### src/rtl/rv32_lsu.sv
// rv32_lsu: RV32I load/store unit sitting between the execute stage and a
// word-wide data memory that has an asynchronous read and one word write
// enable. It extracts and extends byte/halfword lanes on loads, merges SB/SH
// into the existing word with a read-modify-write, and drives word indices.
//
// Build option: define RV32_LSU_ERR_CHECK_EN to enable misalignment and
// illegal-funct3 detection (rsp_err_o). Without it, rsp_err_o is tied low,
// misaligned addresses are force-aligned, illegal load funct3 acts as LW and
// illegal store funct3 acts as SW.
module rv32_lsu #(
  parameter int ADDR_W = 13
) (
  input  logic        clk_i,
  input  logic        rst_i,
  input  logic        req_valid_i,
  output logic        req_ready_o,
  input  logic        req_we_i,
  input  logic [2:0]  req_funct3_i,
  input  logic [31:0] req_addr_i,
  input  logic [31:0] req_wdata_i,
  output logic        rsp_valid_o,
  output logic [31:0] rsp_rdata_o,
  output logic        rsp_err_o,
  output logic [31:0] mem_addr_o,
  output logic        mem_we_o,
  output logic [31:0] mem_wd_o,
  input  logic [31:0] mem_rd_i
);

  typedef enum logic [2:0] {
    S_IDLE   = 3'd0,
    S_LOAD   = 3'd1,
    S_RMW_RD = 3'd2,
    S_WRITE  = 3'd3,
    S_RESP   = 3'd4
  } state_e;

  state_e state_q, state_d;

  logic [ADDR_W+1:0] addr_q;
  logic [2:0]        f3_q;
  logic [31:0]       wd_q;
  logic [31:0]       rdata_q;
  logic              accept_s;
  logic              err_s;
  logic [2:0]        f3_s;
`ifdef RV32_LSU_ERR_CHECK_EN
  logic              err_q;
`endif

  // funct3 encodings this unit understands for the given direction.
  function automatic logic f3_legal(input logic we, input logic [2:0] f3);
    logic ok;
    case (f3)
      3'b000, 3'b001, 3'b010: ok = 1'b1;
      3'b100, 3'b101:         ok = ~we;
      default:                ok = 1'b0;
    endcase
    return ok;
  endfunction

  // Halfword needs addr[0]=0, word needs addr[1:0]=0.
  function automatic logic misaligned(input logic [2:0] f3, input logic [1:0] off);
    logic bad;
    case (f3[1:0])
      2'b01:   bad = off[0];
      2'b10:   bad = (off != 2'b00);
      default: bad = 1'b0;
    endcase
    return bad;
  endfunction

  // Little-endian lane select plus sign/zero extension of a loaded word.
  function automatic logic [31:0] load_extract(input logic [2:0] f3,
                                               input logic [1:0] off,
                                               input logic [31:0] word);
    logic [7:0]  b;
    logic [15:0] h;
    logic [31:0] r;
    case (off)
      2'b00:   b = word[7:0];
      2'b01:   b = word[15:8];
      2'b10:   b = word[23:16];
      default: b = word[31:24];
    endcase
    h = off[1] ? word[31:16] : word[15:0];
    case (f3)
      3'b000:  r = {{24{b[7]}}, b};
      3'b001:  r = {{16{h[15]}}, h};
      3'b100:  r = {24'h000000, b};
      3'b101:  r = {16'h0000, h};
      default: r = word;
    endcase
    return r;
  endfunction

  // Replace the addressed byte/half of the old word with the store data.
  function automatic logic [31:0] store_merge(input logic [2:0] f3,
                                              input logic [1:0] off,
                                              input logic [31:0] old_w,
                                              input logic [31:0] wdata);
    logic [31:0] r;
    r = old_w;
    case (f3[1:0])
      2'b00: begin
        case (off)
          2'b00:   r[7:0]   = wdata[7:0];
          2'b01:   r[15:8]  = wdata[7:0];
          2'b10:   r[23:16] = wdata[7:0];
          default: r[31:24] = wdata[7:0];
        endcase
      end
      2'b01: begin
        if (off[1]) r[31:16] = wdata[15:0];
        else        r[15:0]  = wdata[15:0];
      end
      default: r = wdata;
    endcase
    return r;
  endfunction

  assign accept_s = req_valid_i & (state_q == S_IDLE);

  // Classify the incoming request: error flag and the funct3 actually used.
  always_comb begin
    err_s = 1'b0;
    f3_s  = req_funct3_i;
`ifdef RV32_LSU_ERR_CHECK_EN
    if (!f3_legal(req_we_i, req_funct3_i) || misaligned(req_funct3_i, req_addr_i[1:0])) begin
      err_s = 1'b1;
    end else begin
      err_s = 1'b0;
    end
`else
    if (f3_legal(req_we_i, req_funct3_i)) begin
      f3_s = req_funct3_i;
    end else begin
      f3_s = 3'b010;
    end
`endif
  end

  // State register.
  always_ff @(posedge clk_i or posedge rst_i) begin
    if (rst_i) state_q <= S_IDLE;
    else       state_q <= state_d;
  end

  // Next-state logic.
  always_comb begin
    state_d = state_q;
    case (state_q)
      S_IDLE: begin
        if (!req_valid_i)            state_d = S_IDLE;
        else if (err_s)              state_d = S_RESP;
        else if (!req_we_i)          state_d = S_LOAD;
        else if (f3_s[1:0] == 2'b10) state_d = S_WRITE;
        else                         state_d = S_RMW_RD;
      end
      S_LOAD:   state_d = S_RESP;
      S_RMW_RD: state_d = S_WRITE;
      S_WRITE:  state_d = S_RESP;
      S_RESP:   state_d = S_IDLE;
      default:  state_d = S_IDLE;
    endcase
  end

  // Request capture, load result and merged store data.
  always_ff @(posedge clk_i or posedge rst_i) begin
    if (rst_i) begin
      addr_q  <= '0;
      f3_q    <= 3'b000;
      wd_q    <= 32'h0000_0000;
      rdata_q <= 32'h0000_0000;
`ifdef RV32_LSU_ERR_CHECK_EN
      err_q   <= 1'b0;
`endif
    end else if (accept_s) begin
      addr_q  <= req_addr_i[ADDR_W+1:0];
      f3_q    <= f3_s;
      wd_q    <= req_wdata_i;
      rdata_q <= 32'h0000_0000;
`ifdef RV32_LSU_ERR_CHECK_EN
      err_q   <= err_s;
`endif
    end else if (state_q == S_LOAD) begin
      rdata_q <= load_extract(f3_q, addr_q[1:0], mem_rd_i);
    end else if (state_q == S_RMW_RD) begin
      wd_q    <= store_merge(f3_q, addr_q[1:0], mem_rd_i, wd_q);
    end
  end

  // Outputs decoded from the state register so reset drops them at once.
  always_comb begin
    req_ready_o = (state_q == S_IDLE);
    rsp_valid_o = 1'b0;
    rsp_rdata_o = 32'h0000_0000;
    rsp_err_o   = 1'b0;
    mem_addr_o  = 32'h0000_0000;
    mem_we_o    = 1'b0;
    mem_wd_o    = 32'h0000_0000;
    case (state_q)
      S_LOAD, S_RMW_RD: begin
        mem_addr_o = {{(32-ADDR_W){1'b0}}, addr_q[ADDR_W+1:2]};
      end
      S_WRITE: begin
        mem_addr_o = {{(32-ADDR_W){1'b0}}, addr_q[ADDR_W+1:2]};
        mem_we_o   = 1'b1;
        mem_wd_o   = wd_q;
      end
      S_RESP: begin
        rsp_valid_o = 1'b1;
        rsp_rdata_o = rdata_q;
`ifdef RV32_LSU_ERR_CHECK_EN
        rsp_err_o   = err_q;
`else
        rsp_err_o   = 1'b0;
`endif
      end
      default: begin
        rsp_valid_o = 1'b0;
      end
    endcase
  end

endmodule

### config.mk
export PLATFORM = sky130hd
export DESIGN_NAME = rv32_lsu
export DESIGN_NICKNAME = d
export VERILOG_FILES = /design/src/rtl/rv32_lsu.sv
export SDC_FILE = /design/constraint.sdc
export NUM_CORES = 1
export LEC_CHECK = 0
export CAP_MARGIN = 10
export CORE_AREA = 4 4 107 109
export CTS_BUF_LIST = sky130_fd_sc_hd__clkbuf_8
export DETAILED_ROUTE_END_ITERATION = 10
export DIE_AREA = 0 0 111 113
export GPL_TIMING_DRIVEN = 0
export PLACE_DENSITY = 0.88
export SYNTH_ARGS = -nofsm -noshare
export SYNTH_HDL_FRONTEND = slang
export SYNTH_SLANG_ARGS = --single-unit
### constraint.sdc
create_clock -name clk_i -period 5.6 [get_ports clk_i]
set_input_delay 1.12 -clock clk_i [delete_from_list [all_inputs] [get_ports clk_i]]
set_output_delay 1.12 -clock clk_i [all_outputs]
set_load 0.05 [all_outputs]
==> metrics list, run 1 <==
* Worst hold path cell count: 2
- Final setup violation count: 0
* Flop and latch count out of synthesis: 85
- Wire length per cell after detailed routing: 19.8 µm
- Number of unique standard cell types used by synthesis: 48
* Worst max-slew margin expressed relative to the limit: 42.6%
- Hold-fix buffer count after cts: 0
- Worst hold slack after final layout: 0.470 ns
* # fillers: 874
* Top cells by instance count after synthesis: sky130_fd_sc_hd__dfrtp_1 (85), sky130_fd_sc_hd__nand2_1 (65), sky130_fd_sc_hd__and3_1 (64)
* All-layer global routing usage: 27.8%
* Total DRC errors in the routed layout: 0
* Accumulated negative setup slack: 0 ns
- Worst-case clock buffer depth: 2
- Unrepaired setup endpoints after global routing: false
- The routed layout has 5142 vias.
* Post-cts gate resize count: 0
- Yosys attributes the largest share of cell area to sky130_fd_sc_hd__dfrtp_1 (42%), sky130_fd_sc_hd__and3_1 (7.9%), sky130_fd_sc_hd__mux2i_1 (6.5%).
- The cell count after synthesis came out at 556.
- 203 I/O pins were placed.
- The number of pins exceeding their max-slew limit in the final report was 0.
- 0 antenna diodes ended up in the layout.
- Internal power comes to 1.99 mW.
- Summing the sequential cell areas from Yosys gives 42.1% of the chip area.
- The via count of the first global-routing pass came to 5132.
* Category of the most critical setup path: flop to output port
- The run finished with clean final reports.
- Required time at the endpoint of the critical path: 4.48 ns
- Clock-pin slew was measured on the worst setup and hold paths at 0.09 ns.
- Power per cell area: 538 mW/mm²
- In the finished design, the share of the clock period the worst path needs comes to 76.0%.
* Synth-to-layout area growth: 42.6%
* Depth of the worst register-to-register path: 6
- For this configuration, the core starts out at a cell density of 47.7%.
- After global routing the overflow that remains totals 0.
- Global-route wire length before repair: 27500 µm
- In this run the static leakage power is 3.28 nW.
* Pin count of the biggest net entering global routing: 73
- The die covers 0.0125 mm².
* Actual slew at the worst max-slew pin: 0.854 ns
- Worst path cell trace: clkbuf_1, nor2_1, nor2_1, clkbuf_1, and2_1, clkdlybuf4s50_1
* Combinational fraction of design power: 59.5%
- For this run, the leading register cell type out of synthesis is sky130_fd_sc_hd__dfrtp_1.
- Gpl congestion: 0.979
- Counting flops with a built-in enable in the synthesized netlist gives 0.
- Across the routed clock network, the largest skew measured is 0.0128 ns.
- Number of design-rule violations left by the first detailed-router iteration: 578
- Cells with a size suffix above 1 make up 9.38% of the layout.
- CP max stage cell: sky130_fd_sc_hd__clkdlybuf4s50_1
- Type of the tightest min-delay check: flop to flop
- The core region is 0.0106 mm².
* Biggest area consumer among synthesized cells: sky130_fd_sc_hd__dfrtp_1
* Count leader, synth: sky130_fd_sc_hd__dfrtp_1
* Chip Height: 113 µm
- Area occupied by registers: 0.00213 mm²
* Startpoint type of the worst setup path: flop
* Post-synthesis area per instance: 9.09 µm²
* Overall die width: 111 µm
* Slowest Stage Delay on Critical Path: 0.82 ns
- The floorplan has 38 rows.
* Psw: 1.89 mW
- Clock insertion delay at the later pin of the skew report: 0.36 ns
- Post-detailed-route via-to-cell ratio: 5.73
- Input and output buffers added on the ports amount to 165.
- Post-synth ARST share: 100%
- Final Hold Violating Endpoints: 0
- Counting every sink on the clock net gives 85.
- Total wirelength of the detailed-routed design: 17800 µm
- Layout Nets: 855
* Clk network pwr share: 12.5%
* Area of combinational cells with multiple inputs: 0.00261 mm²
* Part of the power in registers: 28.1%
- Synthesis Warnings: 0
* Max-cap violations: 0
- Root buf cell: sky130_fd_sc_hd__clkbuf_8
* Initial antenna violation count: 0
* TritonCTS clock tree: done
- The share of synthesized area in the top cell type comes to 42.1%.
- Number of detailed-route iterations in the first pass: 5
- STA classifies the critical path endpoint as an output port.
- Critical path arrival: 3.14 ns
- Crit-path max FO: 10
- Cell area after synthesis: 0.00505 mm²
- The number of setup buffers added after CTS is 0.
- In this run the number of H-tree levels came out at 3.
- For this run, the top clock speed supported by timing is 0.235 GHz.
* Net switching share of the total power: 48.7%
* Clock buffer count from CTS: 9
- Estimated wirelength of the detail-placed design: 13800 µm
- Minimum period implied by the final worst setup slack: 4.26 ns
- Peak supply drop: 329 µV
* Post-detailed-route count of antenna-violating nets: 0
## routing by layer
| metal | track usage (%) | up-vias | wire length [µm] |
|---|---|---|---|
| li1 | - | 2363 | - |
| met1 | 36.3 | 2447 | 7240 |
| met2 | 45.8 | 291 | 8490 |
| met3 | 5.51 | 41 | 1580 |
| met4 | 10.7 | 0 | 457 |
| met5 | 0 | - | 0 |
## state kept, by name (all words and copies together) (netlist names)
signal,flops
wd_q,32
state_q,3
addr_q,15
rdata_q,32
f3_q,3
## cells in the final DEF, fill, tap and decap left out, drive strengths merged, types with 20 or more instances in the layout
master / netlist / layout
buf: 37 / 38
nand2: 65 / 65
clkbuf: 32 / 41
mux2i: 33 / 33
nor2: 22 / 22
clkdlybuf4s50: 0 / 165
and3: 64 / 64
conb: 1 / 20
o21ai: 48 / 48
dfrtp: 85 / 85
## cell families (layout without fill, tap and decap cells)
family / after synthesis / count (layout) / synth area share [%]
simple gates: 206 / 206 / 21.5
flops: 85 / 85 / 42.1
mux: 42 / 42 / 8.76
other cells: 1 / 20 / 0.0742
buf+inv: 75 / 257 / 7.65
compound gates: 147 / 147 / 19.9
## area by class of cell
type | instances | share of cell area (%)
Sequential cell | 85 | 29.5
Multi-Input combinational cell | 415 | 36.3
Tap cell | 140 | 2.43
Timing Repair Buffer | 166 | 23.3
Clock buffer | 9 | 1.72
Buffer | 69 | 5.05
Inverter | 6 | 0.347
Clock inverter | 7 | 1.39
## critical path: cells and delay by family (launching register included)
kind | cells | cell delay (ns)
AND/OR/NAND/NOR | 3 | 0.77
buffers and inverters | 3 | 1.51
flip-flops | 1 | 0.49
## power by group through the flow
stage                     Sequential (mW)  Combinational, mW  Clock [mW]
after global routing                 1.12               2.48       0.516
after CTS                            1.08               2.29       0.488
after detailed placement             1.09               2.28           0
after floorplan                      1.00               1.65           0
after global placement               1.07               2.21           0
final                                1.09               2.31       0.484
## path summary, 6_finish.rpt
kind,startpoint,to,slack (ns)
max in group asynchronous,rst_i,rdata_q[15],3.98
min reg2reg,addr_q[14],addr_q[14],0.47
min in group asynchronous,rst_i,addr_q[12],1.02
max reg2reg,state_q[2],wd_q[2],3.30
min,addr_q[14],addr_q[14],0.47
max,state_q[1],mem_addr_o[4],1.34
## per-stage QoR
step / worst slack (ns) / cells / cell area [µm²] / util (%) / power, mW
global placement: 1.08 / 880 / 6950 / 65.6 / 3.29
floorplan: 2.29 / 575 / 5130 / - / 2.65
global route: 1.18 / 897 / 7210 / 68.0 / 4.11
finish: 1.34 / 897 / 7210 / 68.0 / 3.88
CTS: 1.39 / 897 / 7210 / 68.0 / 3.85
detailed placement: 1.80 / 881 / 6980 / 65.9 / 3.37
Power figures use the tool's default switching activity.
==> inputs of run 2 (changes only) <==
--- a/config.mk
+++ b/config.mk
@@ -6,12 +6,12 @@
 export NUM_CORES = 1
 export LEC_CHECK = 0
 export CAP_MARGIN = 10
-export CORE_AREA = 4 4 107 109
+export CORE_AREA = 4 4 111 113
 export CTS_BUF_LIST = sky130_fd_sc_hd__clkbuf_8
 export DETAILED_ROUTE_END_ITERATION = 10
-export DIE_AREA = 0 0 111 113
+export DIE_AREA = 0 0 115 117
 export GPL_TIMING_DRIVEN = 0
-export PLACE_DENSITY = 0.88
+export PLACE_DENSITY = 0.82
 export SYNTH_ARGS = -nofsm -noshare
 export SYNTH_HDL_FRONTEND = slang
 export SYNTH_SLANG_ARGS = --single-unit
==> constraint.sdc (replaced) <==
create_clock -name clk_i -period 4.09 [get_ports clk_i]
set_input_delay 0.818 -clock clk_i [delete_from_list [all_inputs] [get_ports clk_i]]
set_output_delay 0.818 -clock clk_i [all_outputs]
set_load 0.05 [all_outputs]
==> metrics list, run 2 (synthesis gave the netlist of run 1 again) <==
- The standard cell core area is 0.0113 mm² (+6.8%).
* Final period utilization: 97.4%
- DIE AREA: 0.0135 mm² (+7.3%)
* Global-route wire length before repair: 28000 µm (+1.7%)
- The number of fillers in the final layout was 959 (+9.7%).
* Minimum period implied by the final worst setup slack: 3.99 ns
- Total via count after detailed routing: 5209 (+1.3%)
- The total power is 5.34 mW (+38%).
- The tightest min-delay check is of the flop to flop type.
- The number of buffers created by CTS was 9 (unchanged).
* Worst-case clock buffer depth: 2 (unchanged)
- Initial antenna violation count: 0 (unchanged)
* Worst max-slew margin expressed relative to the limit: 35.3% (-7.3 points)
* Core utilization of the finished layout: 63.9% (-4.0 points)
* Fmax: 0.251 GHz
- The number of pins exceeding their max-slew limit in the final report came to 0 (unchanged).
* Via count of the first global-routing pass: 5112 (-0.39%)
- Leaving out fill and tap cells, the most frequent cell in the layout is sky130_fd_sc_hd__clkdlybuf4s50_1.
* Required time at the endpoint of the critical path: 3.27 ns (-1.21 ns)
- The worst setup path is captured at an output port.
* Root buf cell: sky130_fd_sc_hd__clkbuf_8
* Total wirelength of the detailed-routed design: 18500 µm (+4.0%)
* Count of boundary I/O pins: 203 (unchanged)
- Critical path arrival: 3.17 ns (+0.03 ns)
- The overall track demand over capacity in global routing came to 27.1% (-0.62 points).
- Chip Height: 117 µm (+3.5%)
* Unrepaired setup endpoints after global routing: false
- Top library cells by usage in the layout, fill and taps aside: sky130_fd_sc_hd__clkdlybuf4s50_1 (155), sky130_fd_sc_hd__dfrtp_1 (85), sky130_fd_sc_hd__nand2_1 (65)
* Layout Nets: 855 (unchanged)
- The per-cell via count in the routed design is 5.79 (+0.97%).
* Power per cell area: 737 mW/mm² (+37%)
- Total number of clock tree sinks: 85 (unchanged)
* Clock insertion delay at the later pin of the skew report: 0.36 ns (about the same)
- The final RePlAce weighted congestion was 0.936 (-4.4%).
* Port buffer count: 165 (unchanged)
- The register clock-pin slew on the reported worst setup and hold paths came to 0.09 ns (about the same).
- The final number of hold-violating endpoints is 0 (unchanged).
* Hold-fix buffer count after cts: 0 (unchanged)
* Ant diodes: 0 (unchanged)
- Total DRC errors in the routed layout: 0 (unchanged)
- Synth-to-layout area growth: 43.2%
- The max capacitance violation total is 0 (unchanged).
- The worst IR drop on VDD was 431 µV (+31%).
- The setup path with the least slack is of type flop to output port.
* Number of H-tree branching levels: 3 (unchanged)
- Cell Rows: 39 (+2.6%)
- Number of detailed-route iterations in the first pass: 5 (unchanged)
* Setup slack, reg-to-reg: 1.74 ns (-1.56 ns)
* Status: completed
* Initial core utilization: 44.7% (-3.0 points)
- The maximum fanout along the worst path was 10 (unchanged).
- The leakage power summed over all cells was 3.45 nW (+5.3%).
- Actual slew at the worst max-slew pin: 0.962 ns (+0.108 ns)
* Final non-filler cell total: 900 (+0.33%)
- TritonCTS clock tree: done
* Placed cells: 884 (+0.34%)
- Fraction of layout cells with a size suffix above 1: 9.25% (-0.13 points)
- Global-route congestion overflow total: 0 (unchanged)
- Estimated wirelength of the detail-placed design: 14200 µm (+2.7%)
* Wire length per cell after detailed routing: 20.5 µm (+3.6%)
* Number of design-rule violations left by the first detailed-router iteration: 490 (-15%)
- Accumulated negative setup slack: 0 ns (unchanged)
- Overall die width: 115 µm (+3.6%)
- The worst setup path is launched from a flop.
- The pin count of the biggest net entering global routing was 46 (-37%).
* Top Registers: rdata_q (32), wd_q (32), addr_q (15)
- The total setup violations reported at the end of the flow was 0 (unchanged).
- The number of nets with antenna violations after routing came to 0 (unchanged).
* Worst clock skew on the final layout: 0.0109 ns (-0.00196 ns)
run 2: final timing paths:
check	startpoint	endpoint	cells after the start
min in group asynchronous	rst_i	addr_q[2]	2
max in group asynchronous	rst_i	wd_q[5]	3
worst min register to register	addr_q[10]	addr_q[10]	2
worst max register to register	state_q[2]	wd_q[4]	6
worst min-delay path	addr_q[10]	addr_q[10]	2
worst max-delay path	state_q[1]	rsp_rdata_o[14]	5
run 2: critical path, stage by stage (launching register included):
cell,delay (ns)
sky130_fd_sc_hd__dfrtp_1,0.48
sky130_fd_sc_hd__clkbuf_1,0.25
sky130_fd_sc_hd__nor2_1,0.61
sky130_fd_sc_hd__clkbuf_1,0.40
sky130_fd_sc_hd__and3_1,0.23
sky130_fd_sc_hd__clkdlybuf4s50_1,0.83
run 2: repair_timing:
item / in CTS / in global routing
hold endpoints to repair: 0 / 0
setup buffers: 0 / 0
gates resized for setup: 0 / 10
setup endpoints to repair: 0 / 10
run 2: per-stage QoR:
step	hold slack, ns	cell area, µm²	setup WS, ns
CTS	0.479	7210	0.163
floorplan	0.437	5130	1.08
global route	0.512	7240	0.0213
detailed placement	0.458	6990	0.581
finish	0.478	7240	0.105
global placement	0.451	6960	-0.150
run 2: area by class of cell:
class / count / area, µm² / share of cell area (%)
Tap cell: 143 / 179 / 2.47
Sequential cell: 85 / 2130 / 29.4
Clock inverter: 6 / 87.6 / 1.21
Inverter: 6 / 25.0 / 0.346
Timing Repair Buffer: 166 / 1700 / 23.5
Multi-Input combinational cell: 415 / 2610 / 36.1
Buffer: 69 / 364 / 5.03
Clock buffer: 10 / 138 / 1.90
run 2: power by group:
part	switching (mW)	total [mW]	internal, mW
sequential	0.276	1.49	1.21
combinational	2.01	3.17	1.16
clock	0.321	0.681	0.360
run 2: metal layers:
layer	global-route usage, %	vias to the layer above	wire length [µm]
li1	-	2362	-
met1	36.4	2512	7510
met2	43.4	294	8510
met3	6.53	41	1950
met4	9.23	0	501
met5	0	-	0
==> inputs of run 3 (changes only) <==
==> constraint.sdc (replaced) <==
create_clock -name clk_i -period 3.7 [get_ports clk_i]
set_input_delay 0.74 -clock clk_i [delete_from_list [all_inputs] [get_ports clk_i]]
set_output_delay 0.74 -clock clk_i [all_outputs]
set_load 0.05 [all_outputs]
==> metrics list, run 3 (synthesis gave the netlist of run 1 again) <==
- The per-cell via count in the routed design is 5.77 (-0.27%).
* Port buffer count: 165 (unchanged)
- Type of the tightest min-delay check: flop to flop
- Cell Area, Placed: 0.00699 mm² (unchanged)
- TritonCTS built the clock tree.
- Clock insertion delay at the later pin of the skew report: 0.36 ns (about the same)
* Fraction of layout cells with a size suffix above 1: 9.38% (+0.13 points)
- Leaving out fill and tap cells, the most frequent cell in the layout is sky130_fd_sc_hd__clkdlybuf4s50_1.
- The die outline width came to 115 µm (unchanged).
* Worst hold slack after final layout: 0.475 ns (-0.00302 ns)
- Status: completed
* Leakage Power: 3.51 nW (+1.7%)
- Setup slack, reg-to-reg: 1.36 ns (-0.38 ns)
- Gpl congestion: 0.936 (unchanged)
- Fmax: 0.282 GHz
- The worst register-to-register path ends at wd_q[4].
- The detailed-routing iteration count for the pre-antenna-repair pass was 5 (unchanged).
- Setup repair after global routing left no endpoint under its margin.
- Total wirelength of the detailed-routed design: 18300 µm (-0.80%)
* Chip Height: 117 µm (unchanged)
- # fillers: 970 (+1.1%)
- Count of final max-slew check failures: 0 (unchanged)
- The number of nets with antenna violations after routing came to 0 (unchanged).
* Global-route congestion overflow total: 0 (unchanged)
- Standard cell core area: 0.0113 mm² (unchanged)
* Max-cap violations: 0 (unchanged)
- The switching component of the power came to 2.88 mW (+10%).
- Peak supply drop: 459 µV (+6.5%)
- Root buf cell: sky130_fd_sc_hd__clkbuf_8
- The final standard cell area without fillers is 0.00723 mm² (about the same).
* Actual slew at the worst max-slew pin: 0.991 ns (+0.0288 ns)
* Endpoint kind of the worst setup timing path: output port
* Ant diodes: 0 (unchanged)
* Required time at the endpoint of the critical path: 2.96 ns (-0.31 ns)
- The internal power was 2.99 mW (+9.6%).
- Slowest Stage Delay on Critical Path: 0.80 ns (-0.03 ns)
- The detailed placement HPWL is 14200 µm (unchanged).
- Clk network pwr share: 12.7% (about the same)
- The net switching share of the total power was 49.0% (+0.19 points).
* Pin count of the biggest net entering global routing: 46 (unchanged)
- The buffers inserted during post-CTS setup optimization came to 0 (unchanged).
- The global-route wire length before repair is 28000 µm (unchanged).
- The I/O pin total was 203 (unchanged).
* Worst hold path cell count: 2 (unchanged)
- Clock buffer count from CTS: 9 (unchanged)
- Final setup violation count: 0 (unchanged)
* Top Registers: rdata_q (32), wd_q (32), addr_q (15)
* Part of the power in registers: 28.0% (+0.2 points)
* Synth-to-layout area growth: 43.1% (about the same)
- Total power consumption of the routed design: 5.87 mW (+10%)
- The initial cell density of the core came to 44.7% (unchanged).
* Worst path cell trace: clkbuf_1, nor2_4, clkbuf_1, and3_1, clkdlybuf4s50_1
* Startpoint of the most critical setup path: state_q[1]
- The CTS H-tree depth is 3 (unchanged).
- The maximum fanout along the worst path came to 10 (unchanged).
- The remaining routing DRC violations was 0 (unchanged).
* Total via count after detailed routing: 5195 (-0.27%)
- The register clock-pin slew on the reported worst setup and hold paths is 0.09 ns (about the same).
- Combinational fraction of design power: 59.3% (about the same)
* Wire length per cell after detailed routing: 20.4 µm (-0.80%)
* Startpoint type of the worst setup path: flop
- Top library cells by usage in the layout, fill and taps aside: sky130_fd_sc_hd__clkdlybuf4s50_1 (145), sky130_fd_sc_hd__dfrtp_1 (85), sky130_fd_sc_hd__nand2_1 (65)
- In this run the most critical hold path is launched from addr_q[10].
* Endpoint of the worst hold path: addr_q[10]
- The post-cts resize count came to 11 (+11).
- Minimum period implied by the final worst setup slack: 3.55 ns
- Area of combinational cells with multiple inputs: 0.00262 mm² (+0.29%)
* Hold-fix buffer count after cts: 0 (unchanged)
* Via count of the first global-routing pass: 5112 (unchanged)
- Final period utilization: 96.0%
- Initial antenna violation count: 0 (unchanged)
- The total negative slack for setup checks is 0 ns (unchanged).
- The slowest stage of the critical path is the sky130_fd_sc_hd__clkdlybuf4s50_1 cell.
- The register cell area after layout came to 0.00213 mm² (unchanged).
- The overall track demand over capacity in global routing came to 27.1% (unchanged).
- Category of the most critical setup path: flop to output port
- Number of design-rule violations left by the first detailed-router iteration: 520 (+6.1%)
* Final Hold Violating Endpoints: 0 (unchanged)
* Critical path arrival: 2.81 ns (-0.36 ns)
- Kind of cell with the highest combined delay on the critical path: buffers and inverters
- The number of sinks driven by the clock tree is 85 (unchanged).
* Layout Nets: 855 (unchanged)
- Power per cell area: 812 mW/mm² (+10%)
* Crit Reg-Reg Startpoint: state_q[2]
* Cell Rows: 39 (unchanged)
- Depth of the worst register-to-register path: 6 (unchanged)
* Worst clock skew on the final layout: 0.00943 ns (-0.00145 ns)
* Crit-path most repeated cell: sky130_fd_sc_hd__clkbuf_1
* DIE AREA: 0.0135 mm² (unchanged)
- Worst-case clock buffer depth: 2 (unchanged)
- Buffer and inverter count on the worst path: 3 (unchanged)
- Worst max-slew margin expressed relative to the limit: 33.4% (-1.9 points)
-- run 3: changes by cell type in the layout (fill, tap and decap cells not counted), sizes merged --
| cell | before | now |
|---|---|---|
| clkdlybuf4s50 | 155 | 145 |
| dlygate4sd2 | 0 | 10 |
-- run 3: power groups by stage --
stage          Clock [mW]  Sequential, mW  Combinational (mW)
6_report            0.747            1.64                3.48
5_1_grt             0.807            1.68                3.75
4_1_cts             0.763            1.63                3.45
3_5_place_dp            0            1.64                3.47
3_3_place_gp            0            1.62                3.36
2_1_floorplan           0            1.52                2.49
-- run 3: layout make-up --
type,count,area share [%]
Tap cell,143,2.47
Clock buffer,10,1.90
Timing Repair Buffer,166,23.4
Sequential cell,85,29.4
Multi-Input combinational cell,415,36.2
Inverter,6,0.346
Clock inverter,6,1.21
Buffer,69,5.03
-- run 3: how the worst max path moves through the flow --
| stage | slack [ns] | cells after the start | to |
|---|---|---|---|
| floorplan | 0.77 | 1 | addr_q[0] |
| global placement | -0.46 | 2 | wd_q[16] |
| detailed placement | 0.27 | 5 | rsp_rdata_o[14] |
| CTS | 0.03 | 5 | rsp_rdata_o[14] |
| global route | 0.05 | 6 | mem_addr_o[4] |
| finish | 0.15 | 5 | rsp_rdata_o[6] |
-- run 3: routing by layer --
metal	wire, µm	vias up	track usage, %	part of all wire, %
met5	0	-	0	0
met4	517	0	9.23	2.8
met3	1930	39	6.53	11
met2	8450	308	43.4	46
li1	-	2367	-	-
met1	7430	2481	36.4	41
-- run 3: worst min-delay path: cells and delay by family, from the launching register on --
kind	cells	cell delay [ns]
simple gates	2	0.10
flops	1	0.35
-- run 3: through the flow --
stage / setup slack, ns / utilization, % / std cells
floorplan: 0.767 / - / 575
global placement: -0.462 / 61.5 / 883
detailed placement: 0.269 / 61.7 / 884
CTS: 0.0292 / 63.6 / 900
global route: 0.0478 / 63.9 / 900
finish: 0.149 / 63.9 / 900
